===== config.mk =====
export PLATFORM = sky130hd
export DESIGN_NAME = common_fifo_d16
export DESIGN_NICKNAME = d
export VERILOG_FILES = /design/src/rtl/common_fifo_d16.sv
export SDC_FILE = /design/constraint.sdc
export NUM_CORES = 1
export LEC_CHECK = 0
export CORE_MARGIN = 3
export CORE_UTILIZATION = 30
export DETAILED_ROUTE_END_ITERATION = 6
export SYNTH_ARGS = -nofsm -noshare
export SYNTH_HDL_FRONTEND = slang
export SYNTH_SLANG_ARGS = --single-unit
export TNS_END_PERCENT = 1

===== constraint.sdc =====
create_clock -name clk -period 2.7 [get_ports clk]
set_clock_uncertainty 0.2 [all_clocks]
set_input_delay 0.27 -clock clk [delete_from_list [all_inputs] [get_ports clk]]
set_output_delay 0.27 -clock clk [all_outputs]
set_load 0.01 [all_outputs]

===== src/rtl/common_fifo_d16.sv =====
// 16-entry first-word-fall-through FIFO with registered occupancy count.
// Define COMMON_FIFO_D16_ERR_EN to add the sticky o_err protocol-error flag.
module common_fifo_d16 #(
    parameter int WIDTH = 8
) (
    input  logic             clk,
    input  logic             resetn,
    input  logic             i_wen,
    input  logic [WIDTH-1:0] i_wdata,
    output logic             o_wready,
    input  logic             i_ren,
    output logic [WIDTH-1:0] o_rdata,
    output logic             o_rvalid,
`ifdef COMMON_FIFO_D16_ERR_EN
    output logic [4:0]       o_count,
    output logic             o_err
`else
    output logic [4:0]       o_count
`endif
);

    logic [WIDTH-1:0] r_mem [16];
    logic [3:0]       r_wptr;
    logic [3:0]       r_rptr;
    logic [4:0]       r_count;

    logic             w_wr;
    logic             w_rd;
    logic             w_dec;
    logic             w_upd;
    logic             w_carry;
    logic [4:0]       w_cnt_nxt;

    assign o_wready = (r_count != 5'd16);
    assign o_rvalid = (r_count != 5'd0);
    assign o_count  = r_count;
    assign o_rdata  = r_mem[r_rptr];

    assign w_wr  = i_wen & o_wready;
    assign w_rd  = i_ren & o_rvalid;
    assign w_dec = w_rd & ~w_wr;
    assign w_upd = w_wr ^ w_rd;

    // Shared inc/dec; carry out is a borrow on decrement, overflow on increment
    always_comb begin
        {w_carry, w_cnt_nxt} = 6'd0;
        if (w_dec) begin
            {w_carry, w_cnt_nxt} = {1'b0, r_count} - 6'd1;
        end else begin
            {w_carry, w_cnt_nxt} = {1'b0, r_count} + 6'd1;
        end
    end

    always_ff @(posedge clk) begin
        if (w_wr) begin
            r_mem[r_wptr] <= i_wdata;
        end
    end

    always_ff @(posedge clk or negedge resetn) begin
        if (!resetn) begin
            r_wptr  <= 4'd0;
            r_rptr  <= 4'd0;
            r_count <= 5'd0;
        end else begin
            if (w_wr) begin
                r_wptr <= r_wptr + 4'd1;
            end
            if (w_rd) begin
                r_rptr <= r_rptr + 4'd1;
            end
            if (w_upd) begin
                r_count <= w_cnt_nxt;
            end
            assert (!(w_upd && w_carry))
                else $error("fifo count inc/dec carry");
        end
    end

`ifdef COMMON_FIFO_D16_ERR_EN
    logic r_err;

    assign o_err = r_err;

    always_ff @(posedge clk or negedge resetn) begin
        if (!resetn) begin
            r_err <= 1'b0;
        end else if ((i_wen & ~o_wready) | (i_ren & ~o_rvalid)) begin
            r_err <= 1'b1;
        end
    end
`endif

endmodule


**Word level (Yosys, flattened, before mapping)**

Memories as Yosys holds them, arrays and structs flattened.
Index checks and enable logic that the tools add are counted.

- Bits in writable memories: 128
- Register bits: 13
- Output and inout bits: 15
- Memories: 1
- Logic and storage cells: 18

Memories:

| name | depth | width | rd ports | clocked after Yosys merged registers in | wr ports | line | source |
|---|---|---|---|---|---|---|---|
| r_mem | 16 | 8 | 1 | 0 | 1 | 22 | `logic [WIDTH-1:0] r_mem [16];` |

- Reduce and logical (&&, ||, !) cells: 1
- Bitwise operators: 5
- Equal/unequal tests: 1
- $add $sub $neg: 4
- Multiplexer cells: 3

Operator list:

| operator | number |
|---|---|
| $add 4x1->4 const B | 2 |
| $add 5x1->5 const B | 1 |
| $mux 5 | 1 |
| $ne 5x5->1 const B | 1 |
| $reduce_bool 5->1 | 1 |
| $sub 5x1->5 const B | 1 |
| $and 1x1->1 | 3 |
| $mux 1 | 2 |
| $not 1->1 | 1 |
| $xor 1x1->1 | 1 |

**Logic depth before layout (Yosys ltp)**

Gate-level depths: netlist of run 1.

- Depth in word-level cells: 5
- Gate-level depth with buffers: 13
- Mapped depth without buffers: 12

**Worst setup path before layout of run 1**

OpenSTA, ideal clock, no wires.

- Kind: register to register
- From: register r_count[1] (netlist: o_count[1])
- To: register r_count[4] (netlist: o_count[4])
- Path slack: -0.295 ns
- Stages on the path, launching flop included: 14
- Required time: 2.374 ns
- Data arrival time: 2.669 ns
- Path buffers: 1
- Path through: dfrtp_1 -> nor4_2 -> nand2_1 -> and2_1 -> buf_4 -> inv_1 -> ha_1 -> inv_1 -> fa_1 -> nor2b_1 -> o21ai_0 -> nand3_1 -> or3b_1 -> xnor2_1

- Word-level cells in the longest chain between the ends: 5

RTL lines:

| element | line | source |
|---|---|---|
| start: declaration | 25 | `logic [4:0] r_count;` |
| start signal: assignment | 73 | `r_count <= w_cnt_nxt;` |
| $ne 5x5->1 (*) | 34 | `assign o_wready = (r_count != 5'd16);` |
| net o_wready | 10 | `output logic o_wready,` |
| $and 1x1->1 (*) | 39 | `assign w_wr = i_wen & o_wready;` |
| $not 1->1 | 41 | `assign w_dec = w_rd & ~w_wr;` |
| $and 1x1->1 | 41 |  |
| $mux 5 | 47 | `if (w_dec) begin` |

The timed path passes the listed nets; every way through them passes the cells marked *.
A chain may end at the register's enable or synchronous reset.

**Worst setup path after layout of run 1**

- From: register r_count[3] (netlist: o_count[3])
- To: register r_count[4] (netlist: o_count[4])

- Word-level cells in the longest chain between the ends: 5

RTL lines:

| element |
|---|
| branches (longest 5 deep; another with $add 5x1->5) |

Several ways; the timed one is not identified.

==> key figures, run 1 <==
GRT
  • Global-route wire length before repair: between 15,000 and 20,000 um
  • All-layer global routing usage: 0.1117
  • Initial antenna violation count: 0
  • Grt ovf: 0
  • Vias in the first global route: just under 3,000
  • Pin count of the biggest net entering global routing: 19

Power and ir drop
  • Pint: between 5 and 6 mW
  • Leakage: ~2.5 nW
  • Combinational group share of total power: 0.354
  • Psw: 2.558 mW
  • PD cells: about 1100 mW/mm^2
  • Sw Ratio: 0.3237
  • Maximum VDD drop: about 0.00048 V
  • Clock Power Share: 0.284
  • Sequential Power Share: 0.362

Clock tree
  • Num Clock Sinks: between 100 and 150
  • Cts bufs inserted: 17
  • Clk buf depth: 2
  • Worst skew pair latency: just over 0.4 ns
  • H-tree Lvls: 4
  • CTS tree: done
  • CTS Root Buffer Type: clkbuf_16
  • Reg clk slew, reported paths: roughly 0.06 ns

Synthesis
  • Netlist cell types: 33
  • Cells after Synth: about 330
  • Share of the synthesized area in the top cell type: 0.6646
  • Register area share after synthesis: 0.7209
  • Post-synth top area cell: edfxtp_1
  • Syn avg cell area: around 17 sq um
  • Synth Register Bits: between 100 and 150
  • Post-Syn Area: roughly 0.0058 sq mm
  • Yosys warning count: 0
  • Top post-synthesis cells by area: edfxtp_1, mux4_2, dfrtp_1
  • Post-Syn Nets: about 350

Die
  • IO Pins: 27
  • Initial Util: 0.3071
  • CORE AREA: ~0.019 sq mm
  • # rows: 50
  • Die H: approximately 140 um
  • Die Wd: between 100 and 150 um
  • Die area: 0.02098 sq mm

STA
  • Pins Over Slew Limit: 0
  • Slew headroom: 0.5657
  • Slew @ Worst Pin: roughly 0.65 ns
  • Setup repair after global routing missed its margin: yes
  • Crit path time final: between 2 and 3 ns
  • Setup violations, final: 0
  • Hold WS: around 0.056 ns
  • Setup tns final: 0 ns
  • Final worst-path cycle share: 0.9931
  • Final hold viol count: 0
  • Fmax: between 0.3 and 0.4 GHz

Place
  • Post-DP HPWL: roughly 7400 um
  • PortBufs: 26
  • Placed inst area: 0.006484 sq mm
  • GPL Wtd Cong: 0.7616

Drt
  • DR pass1 iterations: 4
  • Via Count: approximately 3,000
  • Residual DRC: 0
  • Total Routed Length: between 10,000 and 15,000 um
  • Initial DRC Count: between 200 and 250
  • Antenna viol nets, final: 0
  • Via density: around 4.5
  • Routed wire per std cell: ~17 um

Critical path
  • CP max FO: 4
  • Slowest-stage cell, CP: dfrtp_1
  • Worst path top cell family by delay: simple AND/OR/NAND/NOR gates
  • Arrival time worst endpoint: roughly 2.8 ns
  • Crit. End Element: flip-flop
  • CP required: ~2.8 ns
  • R2R Setup Slk: ~0.019 ns
  • Critical-path cell list: nor4_2 > nand2_1 > and2_4 > inv_2 > ha_4 > inv_2 > fa_2 > nor2b_1 > o21ai_1 > nand3_1 > or3b_1 > xnor2_1
  • Startpoint types: flip-flop
  • Worst setup path category: reg2reg
  • CP Buf/Inv Count: 2
  • Cell mode on critical path: inv_2
  • Maximum single-stage delay on the critical path: ~0.38 ns

Cells and area
  • Area of the multi-input gates: 0.001556 sq mm
  • Design Area, Final: 0.007212 sq mm
  • Register Area: 0.004170 sq mm
  • Layout Area Growth over Synthesis: 24.71%
  • Fillers: 1,716
  • Diode count: 0
  • Share of cells above drive strength 1: 0.2861
  • Final-stage net count: 411
  • Final core utilization: 0.3830

Hold path
  • HP Class: in2async

Run status
  • Status: complete, no violations

Run
  • Max Cap Violations: 0
logic make-up (layout without fill, tap and decap cells):
| family | Yosys count | count (layout) | share of synthesized area |
|---|---|---|---|
| AOI/OAI and AO/OA | 47 | 47 | 0.04998 |
| muxes | 50 | 50 | 0.1238 |
| adders and majority gates | 10 | 10 | 0.02293 |
| xor gates and xnor gates | 10 | 10 | 0.01515 |
| and+or+nand+nor | 48 | 48 | 0.04046 |
| buffers and inverters | 25 | 96 | 0.02683 |
| DFF | 141 | 141 | 0.7209 |
worst register-to-register path, cell delays in order, from the launching register on:
cell and delay, ns:
dfrtp_1 0.38, nor4_2 0.31, nand2_1 0.11, and2_4 0.16
inv_2 0.06, ha_4 0.16, inv_2 0.06, fa_2 0.35
nor2b_1 0.11, o21ai_1 0.08, nand3_1 0.09, or3b_1 0.36
xnor2_1 0.13
what timing repair did:
action | CTS | global route
setup endpoints to repair | 9 | 9
cloned | 2 | 0
hold buffers | 0 | 0
gates resized for setup | 31 | 14
pin swaps | 2 | 7
buffers inserted | 1 | 1
synth_stat cells, drive strengths merged:
cell    instances
o21ai          20
mux2            9
xnor2           7
or3b            1
nor3            4
inv             7
a21o            1
fa              1
a21oi          10
nor2           12
ha              9
nand3           2
nand2b          3
and2            3
a221oi          8
nor2b           2
a22oi           8
buf            14
clkbuf          4
xor2            3
edfxtp        128
mux4           16
nor4            1
dfrtp          13
nand4           1
nand2          19
mux2i          25
power by group through the flow:
stage	Combinational, mW	Sequential [mW]	Clock, mW
floorplan	1.70	2.85	0
global placement	2.57	2.88	0
detailed placement	2.60	2.89	0
CTS	2.82	2.87	2.30
global route	3.04	2.89	2.39
finish	2.80	2.86	2.25
final cells by class:
cell class	count	area share
flip-flops and latches	141	0.5782
multi-input cells	165	0.2158
repair buffers	57	0.07703
clock buffers	17	0.05899
well taps	260	0.04511
clock inverters	15	0.02117
inverters	7	0.003643
layout by cell type (no fill, tap or decap), types with 2 or more instances in the layout:
cell type	n
edfxtp_1	128
a22oi_1	7
mux2i_1	25
inv_8	4
mux2_2	8
clkbuf_2	5
dfrtp_1	12
buf_4	25
nand2_1	18
a21oi_1	9
inv_1	5
inv_6	5
o21ai_0	10
mux4_2	16
and2_4	2
xnor2_1	7
clkdlybuf4s50_1	18
clkbuf_16	17
nor2_1	12
a221oi_2	8
buf_12	3
nor3_1	4
clkinv_4	2
nand2b_1	3
nand3_1	2
ha_4	2
ha_1	7
inv_2	2
o21ai_1	10
xor2_1	3
sequential cells by signal (all words and copies together), names as in the netlist:
signal and count:
r_rptr 4, o_count 5, r_wptr 4, r_mem 128
metal layers:
metal | vias to the layer above | routed length (um) | track usage
li1 | 1415 | - | -
met5 | - | 0 | 0
met1 | 1504 | 5253 | 0.1494
met2 | 42 | 5437 | 0.1779
met3 | 8 | 240 | 0.02892
met4 | 0 | 113 | 0.03829
final timing paths:
path | startpoint | end | cells after the start
hold reg to reg | o_count[4] | o_count[4] | 1
setup reg to reg | o_count[3] | o_count[4] | 12
min in group clk | o_count[4] | o_count[4] | 1
setup / recovery | o_count[3] | o_count[4] | 12
max in group asynchronous | resetn | r_rptr[0] | 1
hold / removal | resetn | o_count[3] | 1
metrics by stage:
| stage | instances | setup WS (ns) | power (mW) |
|---|---|---|---|
| after floorplan | 331 | -0.09377 | 4.544 |
| after global placement | 626 | 0.04673 | 5.447 |
| after detailed placement | 626 | -0.01823 | 5.496 |
| after CTS | 661 | -0.2154 | 7.986 |
| after global routing | 662 | -0.08719 | 8.315 |
| final | 662 | 0.01876 | 7.902 |
Note: power is estimated with default switching activity, not from simulation.
==> run 2, diff against run 1 <==
--- a/config.mk
+++ b/config.mk
@@ -5,7 +5,7 @@
 export SDC_FILE = /design/constraint.sdc
 export NUM_CORES = 1
 export LEC_CHECK = 0
-export CORE_MARGIN = 3
+export CORE_MARGIN = 8
 export CORE_UTILIZATION = 30
 export DETAILED_ROUTE_END_ITERATION = 6
 export SYNTH_ARGS = -nofsm -noshare
==> run 2 against run 1 <==
Final cell count is 1.7% higher. Sequential share of layout area is 0.83 points lower. Wire length is 14% higher. Via count is 4.6% higher. Critical endpoint unchanged.
==> key figures, run 2 (same netlist as run 1, synthesis figures left out) <==
STA
  • Final worst-path cycle share: 0.9874 (-0.005630)
  • Final hold viol count: 0 (unchanged)
  • Setup repair after global routing missed its margin: yes
  • Setup violations, final: 0 (unchanged)
  • Fmax: 0.3751 GHz (+0.57%)
  • Slew headroom: 0.5546 (-0.01117)
  • Crit path time final: 2.666 ns (-0.01520 ns)
  • Setup tns final: 0 ns (unchanged)
  • Pins Over Slew Limit: 0 (unchanged)
  • Slew @ Worst Pin: 0.6661 ns (+0.01670 ns)

Cells and area
  • Largest register FFs: 128 (unchanged)
  • Diode count: 0 (unchanged)
  • Final-stage net count: 422 (+2.7%)
  • Commonest cells after routing, fill and taps aside: edfxtp_1, buf_4, mux2i_1
  • Fillers: 1,708 (-0.47%)
  • Top reg by flops: r_mem
  • Layout Area Growth over Synthesis: 26.57%
  • Design Area, Final: 0.007320 sq mm (+1.5%)
  • Most common cell after layout, fill and taps aside: edfxtp_1
  • Share of cells above drive strength 1: 0.3220 (+0.03596)
  • Post-route insts no fill: 673 (+1.7%)

Critical path
  • Arrival time worst endpoint: 2.76 ns (-0.02 ns)
  • Worst setup path category: reg2reg
  • R2R Setup Slk: 0.03 ns (+0.02 ns)
  • CP Buf/Inv Count: 2 (unchanged)
  • RR Startpoint: o_count[0]
  • Worst path top cell family by delay: simple AND/OR/NAND/NOR gates
  • Slowest-stage cell, CP: dfrtp_1
  • Critical-path cell list: nor4_4 > nand2_1 > and2_4 > inv_2 > ha_4 > inv_4 > fa_2 > nor2b_1 > o21ai_1 > nand3_1 > or3b_4 > xnor2_1
  • Crit. End Element: flip-flop
  • FF-to-FF End: o_count[4]
  • Startpoint types: flip-flop
  • Maximum single-stage delay on the critical path: 0.40 ns (+0.02 ns)
  • CP max FO: 4 (unchanged)
  • Path depth of the worst reg2reg path: 12 (unchanged)
  • CP required: 2.79 ns (about the same)

Drt
  • Residual DRC: 0 (unchanged)
  • Routed wl met2: 6576 um (+21%)
  • DR pass1 iterations: 4 (unchanged)
  • Antenna viol nets, final: 0 (unchanged)
  • Total Routed Length: 12,560 um (+14%)
  • Via Count: 3,105 (+4.6%)
  • Met3 wire len: 484 um (+100%)
  • Initial DRC Count: 187 (-12%)
  • Max Used Layer: met4
  • WL met1: 5145 um (-2.1%)
  • Via density: 4.614 (+2.9%)
  • Routed wire per std cell: 18.67 um (+12%)

Power and ir drop
  • Leakage: 2.580 nW (+1.9%)
  • PD cells: 1090 mW/mm^2 (-0.52%)
  • Maximum VDD drop: 0.0004636 V (-3.8%)

Die
  • Initial Util: 0.3071 (unchanged)
  • CORE AREA: 0.01883 sq mm (unchanged)
  • Die area: 0.02398 sq mm (+14%)
  • Die Wd: 154.8 um (+6.9%)
  • # rows: 50 (unchanged)
  • Die H: 154.8 um (+6.9%)
  • IO Pins: 27 (unchanged)

Clock tree
  • Num Clock Sinks: 141 (unchanged)
  • Clk buf depth: 2 (unchanged)
  • CTS Root Buffer Type: clkbuf_16
  • Worst skew pair latency: 0.40 ns (about the same)
  • Reg clk slew, reported paths: 0.06 ns (about the same)
  • CTS tree: done
  • H-tree Lvls: 4 (unchanged)
  • Cts bufs inserted: 17 (unchanged)

Place
  • Number of instances in the placed design: 632 (+0.96%)
  • PortBufs: 26 (unchanged)
  • GPL Wtd Cong: 0.7625 (+0.12%)
  • Placed inst area: 0.006554 sq mm (+1.1%)
  • Post-DP HPWL: 8047 um (+9.4%)

GRT
  • Pin count of the biggest net entering global routing: 21 (+2)
  • Vias in the first global route: 3,315 (+12%)
  • Initial antenna violation count: 0 (unchanged)
  • Grt ovf: 0 (unchanged)
  • Global-route wire length before repair: 19,630 um (+14%)
  • All-layer global routing usage: 0.1109 (-0.0008822)

Run
  • Max Cap Violations: 0 (unchanged)

Run status
  • Status: complete, no violations

Hold path
  • HP Class: in2async
-- run 2: cell count changes in the layout (fill, tap and decap cells not counted), sizes merged --
cell / previous run / this run
buf: 30 / 42
bufinv: 1 / 0
clkbuf: 22 / 24
clkdlybuf4s15: 1 / 0
clkinv: 4 / 8
dlygate4sd2: 1 / 2
dlymetal6s2s: 1 / 0
inv: 16 / 11
-- run 2: timing repair --
action                     in CTS  in global routing
setup endpoints to repair       9                  9
pin swaps                       1                 10
cloned                          1                  0
resized for setup              45                 21
hold buffers                    0                  0
setup buffers                   4                  5
-- run 2: worst max-delay path by stage --
stage / start / end / depth (start not counted)
finish: o_count[0] / o_count[4] / 12
global route: o_count[0] / o_count[4] / 12
CTS: r_rptr[0] / o_rdata[3] / 7
detailed placement: r_rptr[1] / o_rdata[3] / 6
global placement: r_rptr[1] / o_rdata[6] / 6
floorplan: o_count[2] / o_count[4] / 13
-- run 2: area by class of cell --
type | count | area [sq um] | area share
Clock buffer | 19 | 432.9 | 0.05915
Timing Repair Buffer | 68 | 641.9 | 0.08769
Multi-Input combinational cell | 165 | 1608 | 0.2197
Clock inverter | 13 | 111.4 | 0.01521
Tap cell | 260 | 325.3 | 0.04444
Sequential cell | 141 | 4172 | 0.5699
Inverter | 7 | 28.78 | 0.003932
-- run 2: metrics by stage --
| step | power [mW] | setup WS [ns] | hold WS [ns] | utilization |
|---|---|---|---|---|
| after detailed placement | 5.625 | -0.08719 | 0.3082 | 0.3480 |
| after floorplan | 4.544 | -0.09377 | -0.2256 | - |
| after global placement | 5.581 | -0.05547 | 0.3036 | 0.3480 |
| after CTS | 7.975 | -0.07149 | 0.06142 | 0.3859 |
| after global routing | 8.406 | -0.1197 | 0.09850 | 0.3887 |
| final | 7.979 | 0.03396 | 0.05204 | 0.3887 |
-- run 2: power breakdown --
part           switching (mW)  internal [mW]
Sequential              0.238           2.69
Combinational            1.47           1.48
Clock                   0.913           1.20
-- run 2: per-layer routing --
layer  up-vias  track usage
met5         -            0
met4         0      0.05600
met3        22      0.02034
met2        68       0.1942
met1      1586       0.1280
li1       1429            -
==> run 3, diff against run 2 <==
--- a/config.mk
+++ b/config.mk
@@ -6,7 +6,7 @@
 export NUM_CORES = 1
 export LEC_CHECK = 0
 export CORE_MARGIN = 8
-export CORE_UTILIZATION = 30
+export CORE_UTILIZATION = 28
 export DETAILED_ROUTE_END_ITERATION = 6
 export SYNTH_ARGS = -nofsm -noshare
 export SYNTH_HDL_FRONTEND = slang
==> run 3 against run 2 <==
The flow now finishes with violations (setup timing). Cell area rose by 0.21%. Non-clock buffer count is 7 higher. Register-to-register slack hardly changed. Utilization fell by 2.6 points. First-iteration DRC count grew 28%. Sequential share of layout area down 0.13 points. Setup slack got worse by 0.13 ns.
==> key figures, run 3 (same netlist as run 1, synthesis figures left out) <==
GRT
  • Vias in the first global route: 3,391 (+2.3%)
  • Pin count of the biggest net entering global routing: 21 (unchanged)
  • Met2 usage: 0.1611 (-0.03307)
  • M1 GR Usage: 0.1123 (-0.01568)
  • All-layer global routing usage: 0.09467 (-0.01618)
  • Initial antenna violation count: 0 (unchanged)
  • Global-route wire length before repair: 18,730 um (-4.6%)
  • Grt ovf: 0 (unchanged)
  • Met3 GRT Util: 0.01902 (-0.001317)
  • Grt peak-use layer: met2

Cells and area
  • Final-stage net count: 429 (+1.7%)
  • Most common cell after layout, fill and taps aside: edfxtp_1
  • Fillers: 1,861 (+9.0%)
  • Largest register FFs: 128 (unchanged)
  • Top reg by flops: r_mem
  • Share of cells above drive strength 1: 0.3167 (-0.005367)
  • Diode count: 0 (unchanged)
  • Layout Area Growth over Synthesis: 26.83%
  • Commonest cells after routing, fill and taps aside: edfxtp_1, buf_4, mux2i_1

Die
  • Initial Util: 0.2858 (-0.02131)
  • Die area: 0.02551 sq mm (+6.4%)
  • CORE AREA: 0.02023 sq mm (+7.5%)
  • Die Wd: 159.7 um (+3.1%)
  • Die H: 159.7 um (+3.1%)
  • # rows: 52 (+4.0%)
  • IO Pins: 27 (unchanged)

Clock tree
  • Cts bufs inserted: 17 (unchanged)
  • Cts-stage hold buffer count: 0 (unchanged)
  • H-tree Lvls: 4 (unchanged)
  • Num Clock Sinks: 141 (unchanged)
  • CTS Root Buffer Type: clkbuf_16
  • CTS tree: done
  • Clk buf depth: 2 (unchanged)
  • Reg clk slew, reported paths: 0.06 ns (about the same)
  • Worst skew pair latency: 0.41 ns (about the same)

STA
  • Crit path time final: 2.794 ns (+0.1276 ns)
  • Pins Over Slew Limit: 0 (unchanged)
  • Fmax: 0.3580 GHz (-4.6%)
  • Setup violations, final: 5 (+5)
  • Setup repair after global routing missed its margin: yes
  • Slew headroom: 0.5472 (-0.007411)
  • Slew @ Worst Pin: 0.6762 ns (+0.01014 ns)
  • Final worst-path cycle share: 1.035 (+0.04725)
  • Setup WS post-layout: -0.09361 ns (-0.1276 ns)
  • Setup tns final: -0.1859 ns (-0.1859 ns)
  • Final hold viol count: 0 (unchanged)

Place
  • PortBufs: 26 (unchanged)
  • GPL Wtd Cong: 0.7930 (+4.0%)
  • Post-DP HPWL: 7710 um (-4.2%)

Drt
  • Total Routed Length: 11,600 um (-7.7%)
  • Antenna viol nets, final: 0 (unchanged)
  • Via density: 4.484 (-2.8%)
  • Via Count: 3,094 (-0.35%)
  • Residual DRC: 0 (unchanged)
  • DR pass1 iterations: 4 (unchanged)
  • Routed wire per std cell: 16.81 um (-9.9%)
  • Initial DRC Count: 239 (+28%)

Critical path
  • Crit. End Element: primary output
  • Arrival time worst endpoint: 2.32 ns (-0.44 ns)
  • R2R Setup Slk: 0.04 ns (about the same)
  • Worst setup path category: reg2out
  • CP max FO: 7 (+3)
  • Path depth of the worst reg2reg path: 10 (-2)
  • CP required: 2.23 ns (-0.56 ns)
  • Startpoint types: flip-flop

Hold path
  • HP Class: in2async

Run status
  • Failing checks: setup timing
  • Status: finished, violations left

Power and ir drop
  • Leakage: 2.585 nW (+0.16%)
  • Maximum VDD drop: 0.0005351 V (+15%)
  • Total Power: 8.100 mW (+1.5%)
  • PD cells: 1104 mW/mm^2 (+1.3%)

Run
  • Max Cap Violations: 0 (unchanged)
-- run 3: area by class of cell --
cell class	count	area, sq um	share of cell area
sequential	141	4170	0.5686
multi-input combinational	165	1533	0.2090
timing repair buffer	75	689.4	0.09400
clock buffer	17	425.4	0.05800
tap	270	337.8	0.04606
clock inverter	15	152.6	0.02081
inverter	7	26.28	0.003582
-- run 3: worst paths after layout --
| path | startpoint | endpoint |
|---|---|---|
| max | r_rptr[0] | o_rdata[2] |
| min in group clk | o_count[4] | o_count[4] |
| max in group asynchronous | resetn | r_rptr[0] |
| min reg2reg | o_count[4] | o_count[4] |
| min | resetn | o_count[0] |
| max reg2reg | o_count[3] | o_count[4] |
-- run 3: routing by layer --
layer / up-vias / routed length [um]
met1: 1573 / 5058
met4: 0 / 199
li1: 1443 / -
met2: 64 / 5975
met5: - / 0
met3: 14 / 366
-- run 3: critical path, cell delays in order, from the launching register on --
cell	delay, ns
dfrtp_2	0.52
buf_6	0.15
buf_12	0.10
buf_4	0.10
mux4_2	0.52
a22oi_2	0.19
nand2_1	0.09
clkdlybuf4s15_2	0.23
-- run 3: through the flow --
stage          hold WS, ns  cells  area, sq um  setup WS (ns)  utilization
3_5_place_dp        0.3182    638         6524       -0.02346       0.3224
5_1_grt            0.08996    690         7335        -0.1518       0.3625
4_1_cts            0.05507    689         7293       -0.05976       0.3604
2_1_floorplan      -0.2256    331         5802       -0.09377            -
3_3_place_gp        0.3038    638         6524        0.01890       0.3224
6_report           0.03575    690         7335       -0.09361       0.3625
-- run 3: where the power goes --
| group | total, mW | internal, mW | switching [mW] |
|---|---|---|---|
| sequential | 2.88 | 2.69 | 0.198 |
| combinational | 2.96 | 1.51 | 1.45 |
| clock | 2.26 | 1.30 | 0.959 |
-- run 3: repair_timing --
item | CTS | global route
gates resized for setup | 48 | 10
setup buffers | 18 | 1
pin swaps | 9 | 4
gates cloned | 1 | 0
setup endpoints to repair | 9 | 9
